===== src/rtl/acp_chan_regs.sv =====
`default_nettype none
// ============================================================================
//  Module   : acp_chan_regs
//  Purpose  : Channel-control register block on the receiving side of the ACP.
//             16-bit writes land in per-channel shadow registers. A
//             synchronized note_clk rising edge ("tick") commits dirty shadows
//             to the live outputs. An optional per-channel length counter
//             disables a channel after N ticks.
//  Ports    : clk50mhz_i       - system clock
//             rst_n_i          - synchronous active-low reset
//             note_clk_i       - asynchronous note clock, synchronized here
//             wr_valid_i/wr_ready_o, wr_addr_i, wr_data_i - write channel
//             rd_addr_i / rd_data_o - registered read port (1-cycle latency)
//             ch_note_o, ch_en_o, ch_fx_sel_o, ch_fx_optA_o, ch_fx_optB_o
//                              - live per-channel controls, ch0 in the LSBs
//             commit_strobe_o  - one-cycle pulse after any channel commit
//  Address  : {ch[1:0], reg_sel}; reg_sel 0 = CTRL, 1 = LEN
//  Revision : 1.0 - initial release
// ============================================================================
module acp_chan_regs #(
  parameter int NCH         = 4,  // address map has a 2-bit channel index
  parameter int SYNC_STAGES = 2   // must be >= 2
) (
  input  logic               clk50mhz_i,
  input  logic               rst_n_i,
  input  logic               note_clk_i,
  input  logic               wr_valid_i,
  output logic               wr_ready_o,
  input  logic [2:0]         wr_addr_i,
  input  logic [15:0]        wr_data_i,
  input  logic [2:0]         rd_addr_i,
  output logic [15:0]        rd_data_o,
  output logic [6*NCH-1:0]   ch_note_o,
  output logic [NCH-1:0]     ch_en_o,
  output logic [2*NCH-1:0]   ch_fx_sel_o,
  output logic [2*NCH-1:0]   ch_fx_optA_o,
  output logic [2*NCH-1:0]   ch_fx_optB_o,
  output logic               commit_strobe_o
);

  // note_clk synchronizer plus one history flop for rising-edge detection
  logic [SYNC_STAGES-1:0] sync_q;
  logic                   hist_q;
  logic                   tick;

  // CTRL shadow keeps bits [12:0]; LEN shadow keeps {length_en, length}
  logic [12:0]    ctrl_q [NCH];
  logic [12:0]    ctrl_d [NCH];
  logic [8:0]     len_q  [NCH];
  logic [8:0]     len_d  [NCH];
  logic [7:0]     cnt_q  [NCH];
  logic [7:0]     cnt_d  [NCH];
  logic [5:0]     note_q [NCH];
  logic [5:0]     note_d [NCH];
  logic [1:0]     fxs_q  [NCH];
  logic [1:0]     fxs_d  [NCH];
  logic [1:0]     fxa_q  [NCH];
  logic [1:0]     fxa_d  [NCH];
  logic [1:0]     fxb_q  [NCH];
  logic [1:0]     fxb_d  [NCH];
  logic [NCH-1:0] dirty_q, dirty_d;
  logic [NCH-1:0] en_q, en_d;
  logic           commit_q, commit_d;
  logic [15:0]    rd_q, rd_d;

  logic           wr_fire;
  logic [1:0]     wr_ch;
  logic [1:0]     rd_ch;
  logic [2:0]     unused_wr_bits;

  assign unused_wr_bits = wr_data_i[15:13];

  always_comb begin
    tick       = sync_q[SYNC_STAGES-1] & ~hist_q;
    // Writes are refused during the tick cycle so commit and update never collide
    wr_ready_o = rst_n_i & ~tick;
    wr_fire    = wr_valid_i & wr_ready_o;
    wr_ch      = wr_addr_i[2:1];
    rd_ch      = rd_addr_i[2:1];
  end

  // Read mux samples pre-edge state, so a same-cycle write reads the old value
  always_comb begin
    if (rd_addr_i[0]) begin
      rd_d = {en_q[rd_ch], 6'b0, len_q[rd_ch]};
    end else begin
      rd_d = {3'b0, ctrl_q[rd_ch]};
    end
  end

  always_comb begin
    commit_d = tick & (|dirty_q);
    dirty_d  = dirty_q;
    en_d     = en_q;
    for (int c = 0; c < NCH; c++) begin
      ctrl_d[c] = ctrl_q[c];
      len_d[c]  = len_q[c];
      cnt_d[c]  = cnt_q[c];
      note_d[c] = note_q[c];
      fxs_d[c]  = fxs_q[c];
      fxa_d[c]  = fxa_q[c];
      fxb_d[c]  = fxb_q[c];

      if (tick) begin
        if (dirty_q[c]) begin
          note_d[c]  = ctrl_q[c][5:0];
          fxs_d[c]   = ctrl_q[c][7:6];
          fxa_d[c]   = ctrl_q[c][9:8];
          fxb_d[c]   = ctrl_q[c][11:10];
          dirty_d[c] = 1'b0;
          if (len_q[c][8]) begin
            // A zero length means the channel never turns on
            cnt_d[c] = len_q[c][7:0];
            en_d[c]  = ctrl_q[c][12] & (len_q[c][7:0] != 8'd0);
          end else begin
            cnt_d[c] = 8'd0;
            en_d[c]  = ctrl_q[c][12];
          end
        end else if (len_q[c][8] && en_q[c] && (cnt_q[c] != 8'd0)) begin
          cnt_d[c] = cnt_q[c] - 8'd1;
          if (cnt_q[c] == 8'd1) begin
            en_d[c] = 1'b0;
          end
        end
      end

      if (wr_fire && (wr_ch == 2'(c))) begin
        if (wr_addr_i[0]) begin
          len_d[c] = wr_data_i[8:0];
        end else begin
          ctrl_d[c] = wr_data_i[12:0];
        end
        dirty_d[c] = 1'b1;
      end
    end
  end

  always_ff @(posedge clk50mhz_i) begin
    if (!rst_n_i) begin
      sync_q   <= '0;
      hist_q   <= 1'b0;
      dirty_q  <= '0;
      en_q     <= '0;
      commit_q <= 1'b0;
      rd_q     <= '0;
      for (int c = 0; c < NCH; c++) begin
        ctrl_q[c] <= '0;
        len_q[c]  <= '0;
        cnt_q[c]  <= '0;
        note_q[c] <= '0;
        fxs_q[c]  <= '0;
        fxa_q[c]  <= '0;
        fxb_q[c]  <= '0;
      end
    end else begin
      sync_q   <= {sync_q[SYNC_STAGES-2:0], note_clk_i};
      hist_q   <= sync_q[SYNC_STAGES-1];
      dirty_q  <= dirty_d;
      en_q     <= en_d;
      commit_q <= commit_d;
      rd_q     <= rd_d;
      ctrl_q   <= ctrl_d;
      len_q    <= len_d;
      cnt_q    <= cnt_d;
      note_q   <= note_d;
      fxs_q    <= fxs_d;
      fxa_q    <= fxa_d;
      fxb_q    <= fxb_d;
    end
  end

  for (genvar g = 0; g < NCH; g++) begin : g_pack
    assign ch_note_o[6*g +: 6]    = note_q[g];
    assign ch_fx_sel_o[2*g +: 2]  = fxs_q[g];
    assign ch_fx_optA_o[2*g +: 2] = fxa_q[g];
    assign ch_fx_optB_o[2*g +: 2] = fxb_q[g];
  end

  assign ch_en_o         = en_q;
  assign commit_strobe_o = commit_q;
  assign rd_data_o       = rd_q;

endmodule
`default_nettype wire


===== config.mk =====
export PLATFORM = sky130hd
export DESIGN_NAME = acp_chan_regs
export DESIGN_NICKNAME = d
export VERILOG_FILES = /design/src/rtl/acp_chan_regs.sv
export SDC_FILE = /design/constraint.sdc
export NUM_CORES = 1
export LEC_CHECK = 0
export CAP_MARGIN = 20
export CORE_UTILIZATION = 51
export CTS_CLUSTER_SIZE = 16
export DETAILED_ROUTE_END_ITERATION = 10
export PLACE_DENSITY_LB_ADDON = 0.12
export SETUP_SLACK_MARGIN = 0.4
export SLEW_MARGIN = 10
export SYNTH_ARGS = -nofsm -noshare
export SYNTH_HDL_FRONTEND = slang
export SYNTH_SLANG_ARGS = --single-unit

===== constraint.sdc =====
create_clock -name clk50mhz_i -period 1.65 [get_ports clk50mhz_i]
set_input_delay 0.33 -clock clk50mhz_i [delete_from_list [all_inputs] [get_ports clk50mhz_i]]
set_output_delay 0.33 -clock clk50mhz_i [all_outputs]
set_load 0.05 [all_outputs]

==> results_dict.tcl, run 1 <==
set metrics [dict create \
    outcome "complete, but fails checks" \
    failed_checks "negative setup slack" \
    worst_r2r_startpoint "hist_q$_SDFF_PN0_" \
    wl_um 31900 \
    layout_common_cells "nor2_1, dfxtp_1, mux2i_1" \
    dpl_cell_area_um2 10400 \
    p_comb_share_pct 9.6 \
    reg2reg_depth 9 \
    worst_slack_ns -0.0640 \
    worst_slew_pin_slew_ns 0.599 \
    cp.arrival_ns 2.04 \
    die_y_um 134 \
    core_um2 16800 \
    final_common_cell "nor2_1" \
    vias 8603 \
    synthArstFlopShare_pct 0 \
    slew_headroom_pct 60.0 \
    synth_area_um2 8820 \
    syn_inst 962 \
    viasPerCell 6.14 \
    min-delay-start "rst_n_i" \
    crit_buf_inv 5 \
    drtPass1Iterations 7 \
    cellLeakagePower_nw 5.81 \
    seq_power_share_pct 48.9 \
    hold_class "in -> reg" \
    antenna_cells 0 \
    ys_seq_area_share_pct 44.0 \
    cp_top_family "buffers and inverters" \
    grt_pass1_wl_um 43000 \
    htree_levels 4 \
    ys_ff_latch 194 \
    dp_hpwl_um 17900 \
    grt_usage_pct 31.7 \
    required_ns 1.98 \
    drc 0 \
    rows 47 \
    clock-sinks 194 \
    drv_slew 0 \
    total_power_mw 9.73 \
    nFillCells 911 \
    grt_overflow 0 \
    synth_edf_count 0 \
    hold_buffers 0 \
    ir_drop_mv 0.787 \
    start_kind "register" \
    worst-path-stages 9 \
    yosysUniqueCellTypes 65 \
    port_buffers 90 \
    crit_path_frequent_cell "buf_12" \
    reg2reg_to "ctrl_q[14]$_SDFFE_PN0P_" \
    setup-tns-final_ns -0.435 \
    grt_setup_unrepaired "true" \
    postRouteAntennaNets 0 \
    setup_violations 20 \
    root_buffer "clkbuf_16" \
    finalCritPeriodShare_pct 104 \
    numCtsBuffers 17 \
    grt_pass1_vias 7717 \
    worstSetupPathType "reg -> reg" \
    drive_gt1_share_pct 48.6 \
    cts_buffer_depth 2 \
    worst_path_max_delay_cell "dfxtp_2" \
    initial_core_util_pct 52.6 \
    r2r_setup_slack_ns -0.06 \
    intPower_mw 7.14 \
    fmaxAchievable_ghz 0.583 \
    fin_area_um2 13700 \
    drv_cap 0 \
    worstSkewPairLatency_ns 0.45 \
    syn_to_final_growth_pct 55.2 \
    syn_avg_cell_area_um2 9.17 \
    sw_frac_of_total_pct 26.6 \
    gp_congestion 0.897 \
    grt_max_degree 59 \
    cts.clk_slew.worst_paths_ns 0.07 \
    die_width_um 134 \
    critPathMaxStageDelay_ns 0.33 \
    finClkSkew_ns 0.0139 \
    ioPinCount 96 \
    yosys_most_used_dff "dfxtp_1" \
    post-route-min-period_ns 1.71 \
    dieArea_um2 17800 \
    cts_tree "done" \
    p_per_area_nw_per_um2 710 \
    yosys_warnings 0 \
    clkPwrFrac_pct 41.6 \
    hold_end "cnt_q[8]$_SDFFE_PN0P_" \
    fin_nets 1207 \
    antenna_found_initial 0 \
    drt-initial-drc-count 877 \
    finalHoldViolations 0 \
    path_cells "nand2b_4 -> buf_12 -> buf_6 -> buf_12 -> buf_12 -> nand4_4 -> buf_12 -> mux2i_1 -> nor2_1" \
    wl_per_cell_um 22.8 \
    endpoint_kind "register" \
    hold-path-cell-count 3 \
    p_switching_mw 2.59 \
    path_max_fanout 7 \
]
[synth_stat cells, drive strengths merged (4+ instances only)]
cell type / n / share of area [%]
nor2: 135 / 5.9
a211oi: 11 / 0.99
dfxtp: 194 / 44
o22ai: 5 / 0.35
and3: 5 / 0.35
nor4: 11 / 1.0
nand4: 24 / 2.0
mux2i: 100 / 11
o22a: 6 / 0.60
nor3: 10 / 0.62
buf: 29 / 2.0
clkbuf: 48 / 2.0
nand3: 15 / 0.85
a31oi: 12 / 0.85
nor2b: 9 / 0.64
and2: 12 / 0.88
o32ai: 8 / 0.79
ha: 12 / 1.7
nand2: 135 / 5.7
a32o: 6 / 0.68
mux4: 23 / 5.9
inv: 17 / 0.72
o21a: 7 / 0.60
a21oi: 73 / 4.1
a31o: 4 / 0.40
o21ai: 12 / 0.85
[routing by layer]
metal  part of all wire (%)  GRT usage [%]  vias up
met4                    3.1           11.2        0
li1                       -              -     3829
met1                     40           44.3     4201
met3                    8.5           4.76       82
met2                     48           49.7      491
met5                      0              0        -
[timing repair]
item / in CTS / in global routing
gates resized for setup: 286 / 203
endpoints found under the setup margin: 254 / 251
buffers inserted: 47 / 43
pin swaps: 54 / 45
gates cloned: 10 / 7
[tightest hold or removal path, delay by kind of cell]
family	cells	cell delay [ns]
AOI/OAI and AO/OA	1	0.14
buffers and inverters	2	0.28
[flip-flops by register name, indices dropped and copies added (netlist names), 8 cells and up]
signal        cells
cnt_q            32
len_q            36
ch_fx_sel_o       8
rd_data_o        14
ch_fx_optB_o      8
ctrl_q           52
ch_fx_optA_o      8
ch_note_o        24
[stage by stage]
step / instances / hold slack (ns) / setup WS (ns) / util, %
after floorplan: 963 / 0.412 / 0.0929 / -
after global placement: 1263 / 0.443 / -0.273 / 62.3
after detailed placement: 1263 / 0.443 / -0.294 / 62.3
after CTS: 1351 / 0.360 / -0.0310 / 74.4
after global routing: 1401 / 0.367 / -0.0992 / 81.7
final: 1401 / 0.349 / -0.0640 / 81.7
[layout make-up]
| type | count | area (um^2) | area share, % |
|---|---|---|---|
| Multi-Input combinational cell | 676 | 5540 | 40.5 |
| Clock buffer | 19 | 443 | 3.24 |
| Tap cell | 220 | 275 | 2.01 |
| Sequential cell | 194 | 4060 | 29.6 |
| Clock inverter | 12 | 113 | 0.823 |
| Timing Repair Buffer | 262 | 3180 | 23.2 |
| Inverter | 18 | 81.3 | 0.594 |
[power groups by stage]
stage	combinational, mW	sequential, mW	clock, mW
2_1_floorplan	0.475	4.86	0
3_3_place_gp	0.700	4.87	0
3_5_place_dp	0.704	4.88	0
4_1_cts	0.825	4.76	4.02
5_1_grt	0.969	4.76	4.22
6_report	0.929	4.75	4.04
[how the worst max path moves through the flow]
stage | start | end | slack [ns]
after CTS | hist_q$_SDFF_PN0_ | wr_ready_o | -0.03
after floorplan | cnt_q[25]$_SDFFE_PN0P_ | cnt_q[26]$_SDFFE_PN0P_ | 0.09
final | hist_q$_SDFF_PN0_ | ctrl_q[14]$_SDFFE_PN0P_ | -0.06
after detailed placement | rd_addr_i[1] | rd_data_o[5]$_SDFF_PN0_ | -0.29
after global routing | hist_q$_SDFF_PN0_ | ch_en_o[3]$_SDFFE_PN0P_ | -0.1
after global placement | rd_addr_i[1] | rd_data_o[6]$_SDFF_PN0_ | -0.27
[cell families after synthesis]
group / count (synthesis) / share of synthesized area (%)
adders and majority gates: 12 / 1.70
DFF: 194 / 44.0
muxes: 123 / 17.2
AOI/OAI and AO/OA: 167 / 12.9
other: 1 / 0.0425
and+or+nand+nor: 370 / 19.3
buffers and inverters: 95 / 4.79
Note: power is estimated with default switching activity, not from simulation.
==> run 2, diff against run 1 <==
--- a/config.mk
+++ b/config.mk
@@ -6,7 +6,8 @@
 export NUM_CORES = 1
 export LEC_CHECK = 0
 export CAP_MARGIN = 20
-export CORE_UTILIZATION = 51
+export CORE_UTILIZATION = 53
+export CTS_BUF_LIST = sky130_fd_sc_hd__clkbuf_2 sky130_fd_sc_hd__clkbuf_4 sky130_fd_sc_hd__clkbuf_8
 export CTS_CLUSTER_SIZE = 16
 export DETAILED_ROUTE_END_ITERATION = 10
 export PLACE_DENSITY_LB_ADDON = 0.12
==> run 2 against run 1 <==
Core utilization increased by 0.89 points. Routed wire length decreased by 1.7%. Highest routed layer is now met5. Total power decreased by 10%. Clock-buffer cell count unchanged. The flow still finishes with violations (negative setup slack). Fmax decreased by 5.2%.
==> results_dict.tcl, run 2 (synthesis results as in run 1) <==
set metrics [dict create \
    htree_levels 4 \
    slew_headroom_pct 56.9 \
    p_per_area_nw_per_um2 658 \
    drv_cap 0 \
    drive_gt1_share_pct 47.7 \
    path_cells "or4_4 -> o21ai_4 -> nand3_1 -> a31oi_1" \
    outcome "complete, but fails checks" \
    dp_hpwl_um 17900 \
    finalHoldViolations 0 \
    grt_usage_pct 34.5 \
    reg.largest.list "ctrl_q: 52 flops, len_q: 36 flops, cnt_q: 32 flops" \
    drc 0 \
    clkPwrFrac_pct 34.9 \
    dieArea_um2 17200 \
    fmaxAchievable_ghz 0.553 \
    gp_congestion 0.898 \
    grt_overflow 0 \
    vias 8484 \
    sw_frac_of_total_pct 28.2 \
    cts_buffer_depth 2 \
    initial_core_util_pct 54.9 \
    finClkSkew_ns 0.0160 \
    p_switching_mw 2.46 \
    root_buffer "clkbuf_8" \
    start_kind "register" \
    die_width_um 131 \
    path_max_fanout 5 \
    endpoint_kind "register" \
    intPower_mw 6.27 \
    final_common_cell "nor2_1" \
    finalCritPeriodShare_pct 110 \
    clock-sinks 194 \
    fin_nets 1179 \
    layout_common_cells "nor2_1, dfxtp_1, mux2i_1" \
    post-route-min-period_ns 1.81 \
    wl_per_cell_um 22.9 \
    largest_reg_flops 52 \
    cp.arrival_ns 2.17 \
    grt_max_degree 47 \
    antenna_found_initial 1 \
    worstSetupPathType "reg -> reg" \
    numPlacedInstances 1265 \
    rows 46 \
    ioPinCount 96 \
    drv_slew 0 \
    final_cells 1371 \
    failed_checks "negative setup slack" \
    regMostFlops "ctrl_q" \
    critPathMaxStageDelay_ns 0.59 \
    seq_power_share_pct 54.7 \
    dp_slack_ns -0.305 \
    worst_slack_ns -0.158 \
    total_power_mw 8.73 \
    setup-tns-final_ns -3.75 \
    hold_class "in -> reg" \
    cts.clk_slew.worst_paths_ns 0.11 \
    die_y_um 131 \
    syn_to_final_growth_pct 50.3 \
    grt_pass1_vias 7883 \
    cts_tree "done" \
    viasPerCell 6.19 \
    numCtsBuffers 17 \
    setup_violations 82 \
    wl_um 31300 \
    worst_slew_pin_slew_ns 0.645 \
    cellLeakagePower_nw 6.08 \
    hold_buffers 0 \
    worst_path_max_delay_cell "or4_4" \
    drt-initial-drc-count 769 \
    ir_drop_mv 0.655 \
    port_buffers 90 \
    drtPass1Iterations 7 \
    postRouteAntennaNets 0 \
    grt_pass1_wl_um 43900 \
    worstSkewPairLatency_ns 0.49 \
    core_um2 16100 \
    p_comb_share_pct 10.5 \
    required_ns 2.01 \
    grt_setup_unrepaired "true" \
]
[run 2: changes by cell type in the layout (fill, tap and decap cells not counted), moves of 15 or more]
cell	before	now
nand2_2	28	9
nand2_4	24	39
clkbuf_8	1	17
a21oi_2	31	46
a21oi_1	42	27
buf_4	93	72
clkbuf_16	23	4
[run 2: worst paths after layout]
check	start	endpoint	slack, ns	cells after the start
max reg2reg	cnt_q[26]$_SDFFE_PN0P_	cnt_q[29]$_SDFFE_PN0P_	-0.16	4
min reg2reg	sync_q[0]$_SDFF_PN0_	sync_q[1]$_SDFF_PN0_	0.45	1
min	rst_n_i	ch_en_o[3]$_SDFFE_PN0P_	0.31	4
max	cnt_q[26]$_SDFFE_PN0P_	cnt_q[29]$_SDFFE_PN0P_	-0.16	4
[run 2: stage by stage]
stage,cell area (um^2),hold slack (ns),utilization (%)
after global placement,10500,0.414,65.4
after detailed placement,10500,0.426,65.4
after global routing,13300,0.312,82.6
after CTS,12400,0.295,77.2
after floorplan,9300,0.412,-
final,13300,0.306,82.6
[run 2: worst max-delay path, delay by kind of cell (launching register included)]
kind	cells	cell delay [ns]
and+or+nand+nor	2	0.70
DFF	1	0.36
AOI/OAI and AO/OA	2	0.63
[run 2: layer usage]
| metal | vias to the layer above | track usage, % | wire length, um |
|---|---|---|---|
| met5 | - | 2.35 | 52 |
| met4 | 2 | 11.9 | 1050 |
| met3 | 102 | 7.13 | 2910 |
| met2 | 481 | 54.6 | 14800 |
| met1 | 4135 | 46.5 | 12500 |
| li1 | 3764 | - | - |
[run 2: final cells by class]
cell class	count	area, um^2
multi-input cells	675	5530
fillers	824	2800
diodes	1	2.50
well taps	216	270
inverters	18	78.8
clock buffers	19	249
flip-flops and latches	194	4030
clock inverters	13	121
repair buffers	235	2980
[run 2: power groups by stage]
stage | Sequential (mW) | Clock [mW] | Combinational (mW)
3_3_place_gp | 4.88 | 0 | 0.711
4_1_cts | 4.77 | 3.03 | 0.852
5_1_grt | 4.78 | 3.24 | 0.953
6_report | 4.77 | 3.04 | 0.914
2_1_floorplan | 4.86 | 0 | 0.475
3_5_place_dp | 4.88 | 0 | 0.717
[run 2: what timing repair did]
| item | in CTS | in global routing |
|---|---|---|
| pin swaps | 37 | 48 |
| endpoints found under the setup margin | 254 | 248 |
| cloned | 11 | 3 |
| gates resized for setup | 252 | 214 |
| buffers inserted | 45 | 14 |
